$ cat config.mk
export PLATFORM = sky130hd
export DESIGN_NAME = stack_behaviour_param
export DESIGN_NICKNAME = d
export VERILOG_FILES = /design/src/rtl/stack_behaviour_param.sv
export SDC_FILE = /design/constraint.sdc
export NUM_CORES = 1
export LEC_CHECK = 0
export ABC_AREA = 1
export CAP_MARGIN = 0
export CORE_UTILIZATION = 50
export DETAILED_ROUTE_END_ITERATION = 10
export PLACE_DENSITY = 0.7
export SYNTH_ARGS = -nofsm -noshare
export SYNTH_HDL_FRONTEND = slang
export SYNTH_SLANG_ARGS = --single-unit
export TNS_END_PERCENT = 100
$ cat constraint.sdc
create_clock -name CLK -period 2.5 [get_ports CLK]
set_input_delay 0.5 -clock CLK [delete_from_list [all_inputs] [get_ports CLK]]
set_output_delay 0.5 -clock CLK [all_outputs]
set_load 0.02 [all_outputs]
$ cat src/rtl/stack_behaviour_param.sv
// Parametrised LIFO stack with wrap/reject overflow policy.
// Registered POP/GET read-out, occupancy flags and an error pulse.
module stack_behaviour_param #(
    parameter int WIDTH = 4,
    parameter int DEPTH = 8,
    parameter int WRAP  = 1,
    parameter int IDX_W = $clog2(DEPTH)
) (
    input  logic             CLK,
    input  logic             RESET_N,
    input  logic [1:0]       COMMAND,
    input  logic [IDX_W-1:0] INDEX,
    input  logic [WIDTH-1:0] D_IN,
    output logic [WIDTH-1:0] D_OUT,
    output logic             OUT_VALID,
    output logic [IDX_W:0]   COUNT,
    output logic             EMPTY,
    output logic             FULL,
    output logic             ERROR
);

    typedef enum logic [1:0] {
        CMD_NOP  = 2'd0,
        CMD_PUSH = 2'd1,
        CMD_POP  = 2'd2,
        CMD_GET  = 2'd3
    } cmd_e;

    localparam logic [IDX_W:0] DEPTH_C = (IDX_W + 1)'(DEPTH);

    logic [WIDTH-1:0] mem_q [DEPTH];
    logic [IDX_W-1:0] tp_q, tp_d;
    logic [IDX_W:0]   cnt_q, cnt_d;
    logic [WIDTH-1:0] dout_q, dout_d;
    logic             valid_q, valid_d;
    logic             err_q, err_d;
    logic             empty_q, empty_d;
    logic             full_q, full_d;
    logic             we;
    logic [IDX_W-1:0] top_addr;
    logic [IDX_W-1:0] get_addr;
    cmd_e             cmd;

    assign cmd      = cmd_e'(COMMAND);
    assign top_addr = tp_q - IDX_W'(1);
    assign get_addr = top_addr - INDEX;

    // Decode the command against current occupancy into next state.
    always_comb begin
        tp_d    = tp_q;
        cnt_d   = cnt_q;
        dout_d  = dout_q;
        valid_d = 1'b0;
        err_d   = 1'b0;
        we      = 1'b0;
        unique case (cmd)
            CMD_PUSH: begin
                if (!full_q || (WRAP != 0)) begin
                    we   = 1'b1;
                    tp_d = tp_q + IDX_W'(1);
                    if (!full_q) begin
                        cnt_d = cnt_q + (IDX_W + 1)'(1);
                    end
                end else begin
                    err_d = 1'b1;
                end
            end
            CMD_POP: begin
                if (!empty_q) begin
                    dout_d  = mem_q[top_addr];
                    tp_d    = top_addr;
                    cnt_d   = cnt_q - (IDX_W + 1)'(1);
                    valid_d = 1'b1;
                end else begin
                    dout_d = '0;
                    err_d  = 1'b1;
                end
            end
            CMD_GET: begin
                if ({1'b0, INDEX} < cnt_q) begin
                    dout_d  = mem_q[get_addr];
                    valid_d = 1'b1;
                end else begin
                    dout_d = '0;
                    err_d  = 1'b1;
                end
            end
            default: begin
            end
        endcase
        empty_d = (cnt_d == '0);
        full_d  = (cnt_d == DEPTH_C);
    end

    // Storage array; cleared on reset, written at the top pointer.
    always_ff @(posedge CLK or negedge RESET_N) begin
        if (!RESET_N) begin
            for (int i = 0; i < DEPTH; i++) begin
                mem_q[i] <= '0;
            end
        end else if (we) begin
            mem_q[tp_q] <= D_IN;
        end
    end

    // Pointer, occupancy, flags and registered outputs.
    always_ff @(posedge CLK or negedge RESET_N) begin
        if (!RESET_N) begin
            tp_q    <= '0;
            cnt_q   <= '0;
            dout_q  <= '0;
            valid_q <= 1'b0;
            err_q   <= 1'b0;
            empty_q <= 1'b1;
            full_q  <= 1'b0;
        end else begin
            tp_q    <= tp_d;
            cnt_q   <= cnt_d;
            dout_q  <= dout_d;
            valid_q <= valid_d;
            err_q   <= err_d;
            empty_q <= empty_d;
            full_q  <= full_d;
        end
    end

    assign D_OUT     = dout_q;
    assign OUT_VALID = valid_q;
    assign COUNT     = cnt_q;
    assign EMPTY     = empty_q;
    assign FULL      = full_q;
    assign ERROR     = err_q;

endmodule

After elaboration in Yosys (flattened, before gate mapping). Index checks and enable logic that the tools add are counted.

Bits in registers: 47. Bits in latches: 0. Bits in writable memories: 0. Memory bits (read-only): 0. Input bits: 11. Memories: 0.

Add/subtract/negate cells: 5. $mul: 0. Divide/modulo/power cells: 0. Order comparisons: 5. Equal/unequal tests: 5. Shift operators: 0. Mux-type cells: 24. Bitwise logic cells: 3. Reduce and logical (&&, ||, !) cells: 5.

Operator list (count): $mux 4 (9); $bwmux 32 (1); $bmux 4 s3 (2); $pmux 4 s2 (2); $demux 4 s3 (1); $ge 4x4->1 const B (3); $not 3->4 (3); $pmux 3 s2 (1); $mux 1 (5); $add 4x1->4 const B (1); $eq 2x2->1 const B (2); $eq 4x4->1 const B (1); $logic_not 4->1 (1); $lt 3x4->1 (1); $lt 4x1->1 const B (1); $pmux 1 s2 (2); $reduce_bool 2->1 (2); $sub 4x1->4 const B (1); $add 3x1->3 const B (1); $mux 3 (1); $sub 3x1->3 const B (1); $sub 3x3->3 (1); $eq 2x1->1 const B (1); $ne 2x2->1 const B (1); 2 further kinds (2).

Longest topological paths before layout. Gate-level depths: netlist of run 1.

Depth after elaboration: 8. Gate-level depth with buffers: 15.

Worst setup path before layout of run 1. OpenSTA, ideal clock, no wires.

Path kind: register to register. From: reg tp_q[0]. To: reg dout_q[0] (netlist: D_OUT[0]). Setup time: 117 ps. Arrival time: 2095 ps. Path slack: 288 ps. Cell stages (with the launch flop): 15. Path through: dfrtp_1 > buf_6 > inv_4 > buf_6 > ha_1 > fa_1 > buf_2 > inv_2 > nand3_1 > nand2_1 > nand3_1 > nand2_1 > nor2_1 > nor2_1 > nor2_1.

Word-level cells in the longest chain between the ends: 8. Elaborated cells on any way between the ends: 13. Those cells by class: add/sub: 2; mux: 9; bitwise: 2.

RTL lines: start, declared (line 32) `logic [IDX_W-1:0] tp_q, tp_d;`; start signal, assigned (line 117) `tp_q <= tp_d;`; $sub 3x1->3 * (line 45) `assign top_addr = tp_q - IDX_W'(1);`; via top_addr[0] (line 40) `logic [IDX_W-1:0] top_addr;`; $sub 3x3->3 (line 46) `assign get_addr = top_addr - INDEX;`; $not 3->4 (implied by the code) (line 81) `dout_d = mem_q[get_addr];`; $bmux 4 s3 (line 81); $mux 4 (implied by the code) (2 in a row) (line 81); $mux 4 (line 80) `if ({1'b0, INDEX} < cnt_q) begin`; $pmux 4 s2 * (line 56) `unique case (cmd)`; end signal, assigned (line 119) `dout_q <= dout_d;`; end, declared (line 34) `logic [WIDTH-1:0] dout_q, dout_d;`.

Mark *: on every way through the listed nets, which the timed path passes. The rest lies on a longest branch. The select of a mux whose other input is x is not followed. A chain may end at the register's enable or synchronous reset.

Final worst setup path of run 1.
From: reg tp_q[1]. To: reg dout_q[2] (netlist: D_OUT[2]).

Word-level cells in the longest chain between the ends: 8. Elaborated cells on any way between the ends: 13. Those cells by class: add/sub: 2; mux: 9; bitwise: 2.

RTL lines (line): $sub 3x1->3 * (45); $sub 3x3->3 (46); $not 3->4 (implied by the code) (81); $bmux 4 s3 (81); $mux 4 (implied by the code) (2 in a row) (81); $mux 4 (80); $pmux 4 s2 * (56).

Every way passes the cells marked *; elsewhere a longest branch is shown, timed or not. The select of a mux whose other input is x is not followed.

==> summary.md, run 1 <==
| Metric | Value |
|---|---|
| Outcome | `completed` |
| Layout Skew | `~0.0081 ns` |
| Buffers on Ports | `22` |
| Layout area overhead | `12.0%` |
| Final min period | `roughly 2.2 ns` |
| Most used flip-flop cell after synthesis | `dfrtp_1` |
| Crit path max-delay family | `adder cells` |
| GPL Wtd Cong | `0.897` |
| Synth async-reset ratio | `1.00` |
| Post-Syn Area | `just over 0.003 mm²` |
| Hold buffers post-CTS | `0` |
| # setup viols final | `0` |
| Core ar. | `0.00589 mm²` |
| DP Area | `~0.0033 mm²` |
| Unrepaired setup endpoints after global routing | `no` |
| Maximum vdd drop | `between 600 and 700 µV` |
| Critical Path, Cell by Cell | `inv_1 > ha_1 > fa_2 > buf_12 > nand3_1 > nand2_1 > nand3_1 > nand2_1 > nor2_1 > nor2_1 > nor2_1` |
| Inserted Diodes | `0` |
| Pin count of the biggest net entering global routing | `48` |
| Final core occ | `0.578` |
| IO Pins | `23` |
| Crit. path cell count | `11` |
| Final period util | `0.896` |
| Die Span Y | `about 80 µm` |
| Number of distinct library cells after synthesis | `28` |
| Total CTS buffers | `5` |
| Slowest cell on crit path | `fa_2` |
| Main combinational cell family by area after synthesis | `simple AND/OR/NAND/NOR gates` |
| Vias in the first global route | `between 2000 and 3000` |
| Post-DR wirelength/cell | `13.7 µm` |
| Max-slew violation count | `0` |
| DR vias/cell | `roughly 5.1` |
| Mux cell area share after synthesis | `0` |
| Worst path arrival time | `2.43 ns` |
| CTS tree | `done` |
| Initial Utilization | `0.516` |
| Hpwl dp | `roughly 5400 µm` |
| Post-synth EDFFs | `0` |
| YS warnings | `0` |
| Htree depth | `2` |
| Die area | `~0.0064 mm²` |
| Syn_area_per_cell | `approximately 7.0 µm²` |
| Reg2Reg Depth | `11` |
| CP Max Fanout | `7` |
| Initial antenna violation count | `0` |
| Fillcell total | `~560` |
| Slew at the pin closest to its max-slew limit | `between 0.5 and 0.6 ns` |
| Synth Area in Compound Gates | `0.0812` |
| Fmax | `446 MHz` |
| Antenna viol nets, final | `0` |
| Seq/Total Area, Yosys | `0.388` |
| Startpoint type of the worst setup path | `flip-flop` |
| Pleak | `around 1.7 nW` |
| Maximum root-to-sink buffer count | `2` |
| Root Buffer | `clkbuf_8` |
| Clock Latency Late Sink | `0.29 ns` |
| Global route overflow | `0` |
| Die X | `79.9 µm` |
| Starting DRT DRC Count | `~230` |
| Gr usage total | `0.252` |
| Most frequent cells in the layout | `155 x nand2_1, 52 x nand3_1, 46 x dfrtp_1, 46 x inv_1, 31 x o21ai_0` |
| Layout cell share with drive strength beyond 1 | `0.0923` |
| Synth Area in XOR/XNOR | `0.00577` |
| Largest stage delay on the critical path | `roughly 0.61 ns` |
| CTS clk-pin slew, worst paths | `0.09 ns` |
| Worst hold path class | `input port to async pin` |
| Max-cap viol count | `0` |
| Crit path capture type | `flip-flop` |
| WL final | `7250 µm` |
| Synth Area in Adders | `0.0478` |
| DRC | `0` |
| Clock sinks | `47` |
| Drt pass-1 iters | `6` |
| Power Dens Cells | `1450 mW/mm²` |
| Commonest non-fill, non-tap cell in the layout | `nand2_1` |
| Crit-path most repeated cell | `nor2_1` |
| Synth Area in Simple Gates | `0.367` |
| Critical path type | `flip-flop to flip-flop` |
| Buf/Inv on CP | `2` |
| Yosys reg bits | `47` |
| Required @ worst endpoint | `2.69 ns` |
| Cell Rows | `28` |
| First-pass GRT wire length | `12300 µm` |
| Synthesized net count | `roughly 450` |
| Layout net count | `around 480` |
| Final Hold Viols | `0` |
| Post-Synthesis Cells | `roughly 430` |
| Normalized max-slew margin | `0.611` |
| Post-route cell area | `roughly 0.0034 mm²` |
| Vias | `roughly 2700` |
==> final timing paths <==
check                               from        end  slack, ns
worst max-delay path             tp_q[1]   D_OUT[2]       0.26
worst min-delay path             RESET_N   mem_q[2]       0.28
worst min register to register  D_OUT[2]   D_OUT[2]       0.51
worst max register to register   tp_q[1]   D_OUT[2]       0.26
min in group CLK                D_OUT[2]   D_OUT[2]       0.51
max in group asynchronous        RESET_N  mem_q[24]       1.81
==> logic make-up (layout without fill, tap and decap cells) <==
kind of cell               Yosys count  after routing
AOI/OAI and AO/OA                   48             48
xor gates and xnor gates             2              2
adders and majority gates           11             11
buffers and inverters               70             93
DFF                                 47             47
and+or+nand+nor                    254            254
==> worst reg2reg max path: stages (launching register included) <==
cell and delay (ns):
dfrtp_1 0.44, inv_1 0.13, ha_1 0.35, fa_2 0.61, buf_12 0.13, nand3_1 0.08, nand2_1 0.08, nand3_1 0.06
nand2_1 0.07, nor2_1 0.04, nor2_1 0.10, nor2_1 0.05
==> repair_timing <==
| action | in CTS | in global routing |
|---|---|---|
| buffers inserted | 0 | 1 |
| endpoints found under the setup margin | 0 | 4 |
| resized for setup | 0 | 1 |
==> layout make-up <==
cell class | count | area, µm² | share of cell area
Clock inverter | 1 | 30.0 | 0.00883
Inverter | 59 | 234 | 0.0688
Multi-Input combinational cell | 315 | 1530 | 0.449
Sequential cell | 47 | 1180 | 0.346
Timing Repair Buffer | 27 | 265 | 0.0780
Tap cell | 75 | 93.8 | 0.0276
Clock buffer | 6 | 72.6 | 0.0213
==> routing by layer <==
layer	global-route usage	vias up	part of all wire
li1	-	1394	-
met1	0.352	1217	0.48
met2	0.395	79	0.45
met3	0.0469	9	0.059
met4	0.0768	0	0.015
met5	0	-	0
==> registers in the layout, indices dropped and copies added, names as in the netlist <==
register / count
ERROR: 1
OUT_VALID: 1
D_OUT: 4
FULL: 1
mem_q: 32
tp_q: 3
EMPTY: 1
COUNT: 4
==> synth_stat cells, drive strengths merged, types with 2 or more instances <==
| library cell | n | area, µm² |
|---|---|---|
| inv | 59 | 234 |
| buf | 11 | 98.9 |
| dfrtp | 46 | 1150 |
| nor2 | 33 | 136 |
| ha | 10 | 125 |
| a21oi | 3 | 15.0 |
| o211ai | 2 | 15.0 |
| nand2 | 165 | 679 |
| o21ai | 42 | 210 |
| nand3 | 53 | 270 |
==> stage by stage <==
step | worst slack, ns | cells | setup TNS (ns) | hold slack [ns] | power (mW)
3_3_place_gp | -0.0130 | 522 | -0.0265 | 0.499 | 4.19
2_1_floorplan | 0.288 | 432 | 0 | 0.204 | 3.58
6_report | 0.260 | 530 | 0 | 0.282 | 4.92
5_1_grt | 0.0529 | 530 | 0 | 0.343 | 5.41
3_5_place_dp | -0.0829 | 522 | -0.264 | 0.502 | 4.25
4_1_cts | 0.124 | 529 | 0 | 0.307 | 4.80
==> where the power goes <==
| group | leakage [nW] | switching [mW] | total, mW | internal, mW |
|---|---|---|---|---|
| Sequential | 0.585 | 0.355 | 1.47 | 1.11 |
| Combinational | 1.11 | 1.78 | 2.91 | 1.13 |
| Clock | 0.0513 | 0.246 | 0.539 | 0.293 |
(Power assumes the default switching activity.)
==> run 2: changes to the inputs <==
--- a/config.mk
+++ b/config.mk
@@ -7,9 +7,11 @@
 export LEC_CHECK = 0
 export ABC_AREA = 1
 export CAP_MARGIN = 0
+export CORE_ASPECT_RATIO = 1.5
 export CORE_UTILIZATION = 50
 export DETAILED_ROUTE_END_ITERATION = 10
 export PLACE_DENSITY = 0.7
+export REMOVE_ABC_BUFFERS = 1
 export SYNTH_ARGS = -nofsm -noshare
 export SYNTH_HDL_FRONTEND = slang
 export SYNTH_SLANG_ARGS = --single-unit
==> run 2 against run 1 <==
Final area fell by 0.22%; via count rose by 3.6%; count of clock-buffer cells in the layout fell by 1; routed wire length rose by 9.6%; maximum frequency fell by 0.72%; die area barely moved; largest power group unchanged; highest routed layer unchanged.
==> summary.md, run 2 (synthesized netlist as in run 1, its figures left out) <==
| Metric | Value |
|---|---|
| Global route overflow | `0` |
| R2r endpoint | `D_OUT[2]` |
| Met1 usage | `0.339` |
| Htree depth | `2` |
| Gr busiest metal | `met2` |
| Commonest non-fill, non-tap cell in the layout | `nand2_1` |
| Reg2Reg Setup Slack | `about 0.24 ns` |
| Total CTS buffers | `5` |
| Post-CTS Repair Setup Buffers | `0` |
| Pleak | `around 1.7 nW` |
| Power Dens Cells | `between 1000 and 1500 mW/mm²` |
| Fmax | `approximately 440 MHz` |
| Starting DRT DRC Count | `224` |
| Core ar. | `0.00583 mm²` |
| Worst path arrival time | `between 2 and 2.5 ns` |
| Setup TNS | `0 ns` |
| Clock sinks | `between 40 and 50` |
| GPL Wtd Cong | `0.945` |
| Layout cell share with drive strength beyond 1 | `0.0925` |
| Hpwl dp | `6040 µm` |
| Biggest register | `mem_q` |
| Final period util | `0.902` |
| Required @ worst endpoint | `roughly 2.7 ns` |
| Outcome | `completed` |
| IO Pins | `23` |
| Antenna viol nets, final | `0` |
| Initial Utilization | `0.521` |
| Critical path type | `flip-flop to flip-flop` |
| Final min period | `about 2.3 ns` |
| WL final | `approximately 8000 µm` |
| Pin count of the biggest net entering global routing | `48` |
| Clock Latency Late Sink | `~0.3 ns` |
| Crit path capture type | `flip-flop` |
| Seq pwr share | `0.307` |
| Vias in the first global route | `between 2000 and 3000` |
| Most frequent cells in the layout | `155 x nand2_1, 52 x nand3_1, 46 x dfrtp_1, 46 x inv_1, 31 x o21ai_0` |
| DRC | `0` |
| Slew at the pin closest to its max-slew limit | `0.601 ns` |
| Switching part of the total | `0.496` |
| DR vias/cell | `~5.3` |
| FF-to-FF Start | `tp_q[1]` |
| Layout Skew | `0.0143 ns` |
| Die area | `roughly 0.0064 mm²` |
| Layout net count | `about 480` |
| Maximum root-to-sink buffer count | `2` |
| Die X | `around 66 µm` |
| Placed cells | `~520` |
| Startpoint type of the worst setup path | `flip-flop` |
| # setup viols final | `0` |
| Max-cap viol count | `0` |
| Reg2Reg Depth | `11` |
| Unrepaired setup endpoints after global routing | `no` |
| Cell Rows | `34` |
| Vias | `around 2800` |
| Post-cts resize count | `0` |
| Maximum vdd drop | `between 600 and 700 µV` |
| M3 GR Usage | `0.0317` |
| Met2 GRT Util | `0.467` |
| Die Span Y | `between 90 and 100 µm` |
| Buffers on Ports | `22` |
| First-pass GRT wire length | `between 10000 and 15000 µm` |
| Pint | `2.47 mW` |
| Final Hold Viols | `0` |
| Fillcell total | `548` |
| WHS | `about 0.17 ns` |
| Max-slew violation count | `0` |
| Normalized max-slew margin | `0.599` |
| Logic pwr share | `0.582` |
| Hold buffers post-CTS | `0` |
| CTS clk-pin slew, worst paths | `0.09 ns` |
| Inserted Diodes | `0` |
| CP Max Fanout | `9` |
| CTS tree | `done` |
| Net Switching | `2.43 mW` |
| Max reg flops | `32` |
| Overall power | `4.90 mW` |
| Post-route insts no fill | `between 500 and 600` |
| Drt pass-1 iters | `6` |
| Clock share of power | `0.111` |
| Initial antenna violation count | `0` |
| Root Buffer | `clkbuf_8` |
| Gr usage total | `0.276` |
| Post-DR wirelength/cell | `around 15 µm` |
| Worst hold path class | `input port to async pin` |
| Layout area overhead | `11.8%` |
[run 2: cell types whose count changed in the layout (fill, tap and decap cells not counted)]
cell        previous run  this run
clkbuf_1               1         0
clkinvlp_4             0         1
buf_4                  4         3
[run 2: through the flow]
stage          area, µm²  setup slack, ns   util
4_1_cts             3390            0.150  0.582
3_5_place_dp        3280          -0.0717  0.563
5_1_grt             3390           0.0674  0.582
3_3_place_gp        3280          -0.0407  0.563
2_1_floorplan       2940           -0.123      -
6_report            3390            0.244  0.582
[run 2: how the worst max path moves through the flow]
stage,start,endpoint,slack [ns],cells after the start
finish,tp_q[1],D_OUT[2],0.24,11
global route,tp_q[1],D_OUT[2],0.07,11
floorplan,tp_q[0],D_OUT[0],-0.12,11
global placement,INDEX[0],D_OUT[1],-0.04,11
detailed placement,INDEX[0],D_OUT[1],-0.07,11
CTS,tp_q[1],D_OUT[1],0.15,11
[run 2: power by group through the flow]
stage	Clock (mW)	Combinational [mW]	Sequential, mW
after floorplan	0	1.94	1.49
after global routing	0.591	3.23	1.55
final	0.546	2.85	1.50
after global placement	0	2.81	1.51
after detailed placement	0	2.82	1.52
after CTS	0.560	2.84	1.50
[run 2: critical path, stage by stage (launching register included)]
cell	delay [ns]
dfrtp_1	0.44
inv_1	0.14
ha_1	0.35
fa_2	0.66
inv_2	0.11
nand3_1	0.10
nand2_1	0.06
nand3_1	0.06
nand2_1	0.06
nor2_1	0.09
nor2_1	0.05
nor2_1	0.08
[run 2: routing by layer]
| metal | share of wire | vias up |
|---|---|---|
| met5 | 0 | - |
| met4 | 0.039 | 0 |
| met3 | 0.032 | 24 |
| met2 | 0.51 | 70 |
| met1 | 0.41 | 1308 |
| li1 | - | 1395 |
[run 2: area by class of cell]
type	count	area, µm²	area share
timing repair buffer	26	258	0.0760
tap	72	90.1	0.0266
clock inverter	2	37.5	0.0111
multi-input combinational	315	1530	0.450
sequential	47	1180	0.347
clock buffer	5	68.8	0.0203
inverter	59	234	0.0690
==> run 3: changes to the inputs <==
--- a/config.mk
+++ b/config.mk
@@ -9,6 +9,7 @@
 export CAP_MARGIN = 0
 export CORE_ASPECT_RATIO = 1.5
 export CORE_UTILIZATION = 50
+export CTS_CLUSTER_DIAMETER = 150
 export DETAILED_ROUTE_END_ITERATION = 10
 export PLACE_DENSITY = 0.7
 export REMOVE_ABC_BUFFERS = 1
==> results of run 3 <==
Same layout as run 2: the final DEF is identical, and so are final timing and power.
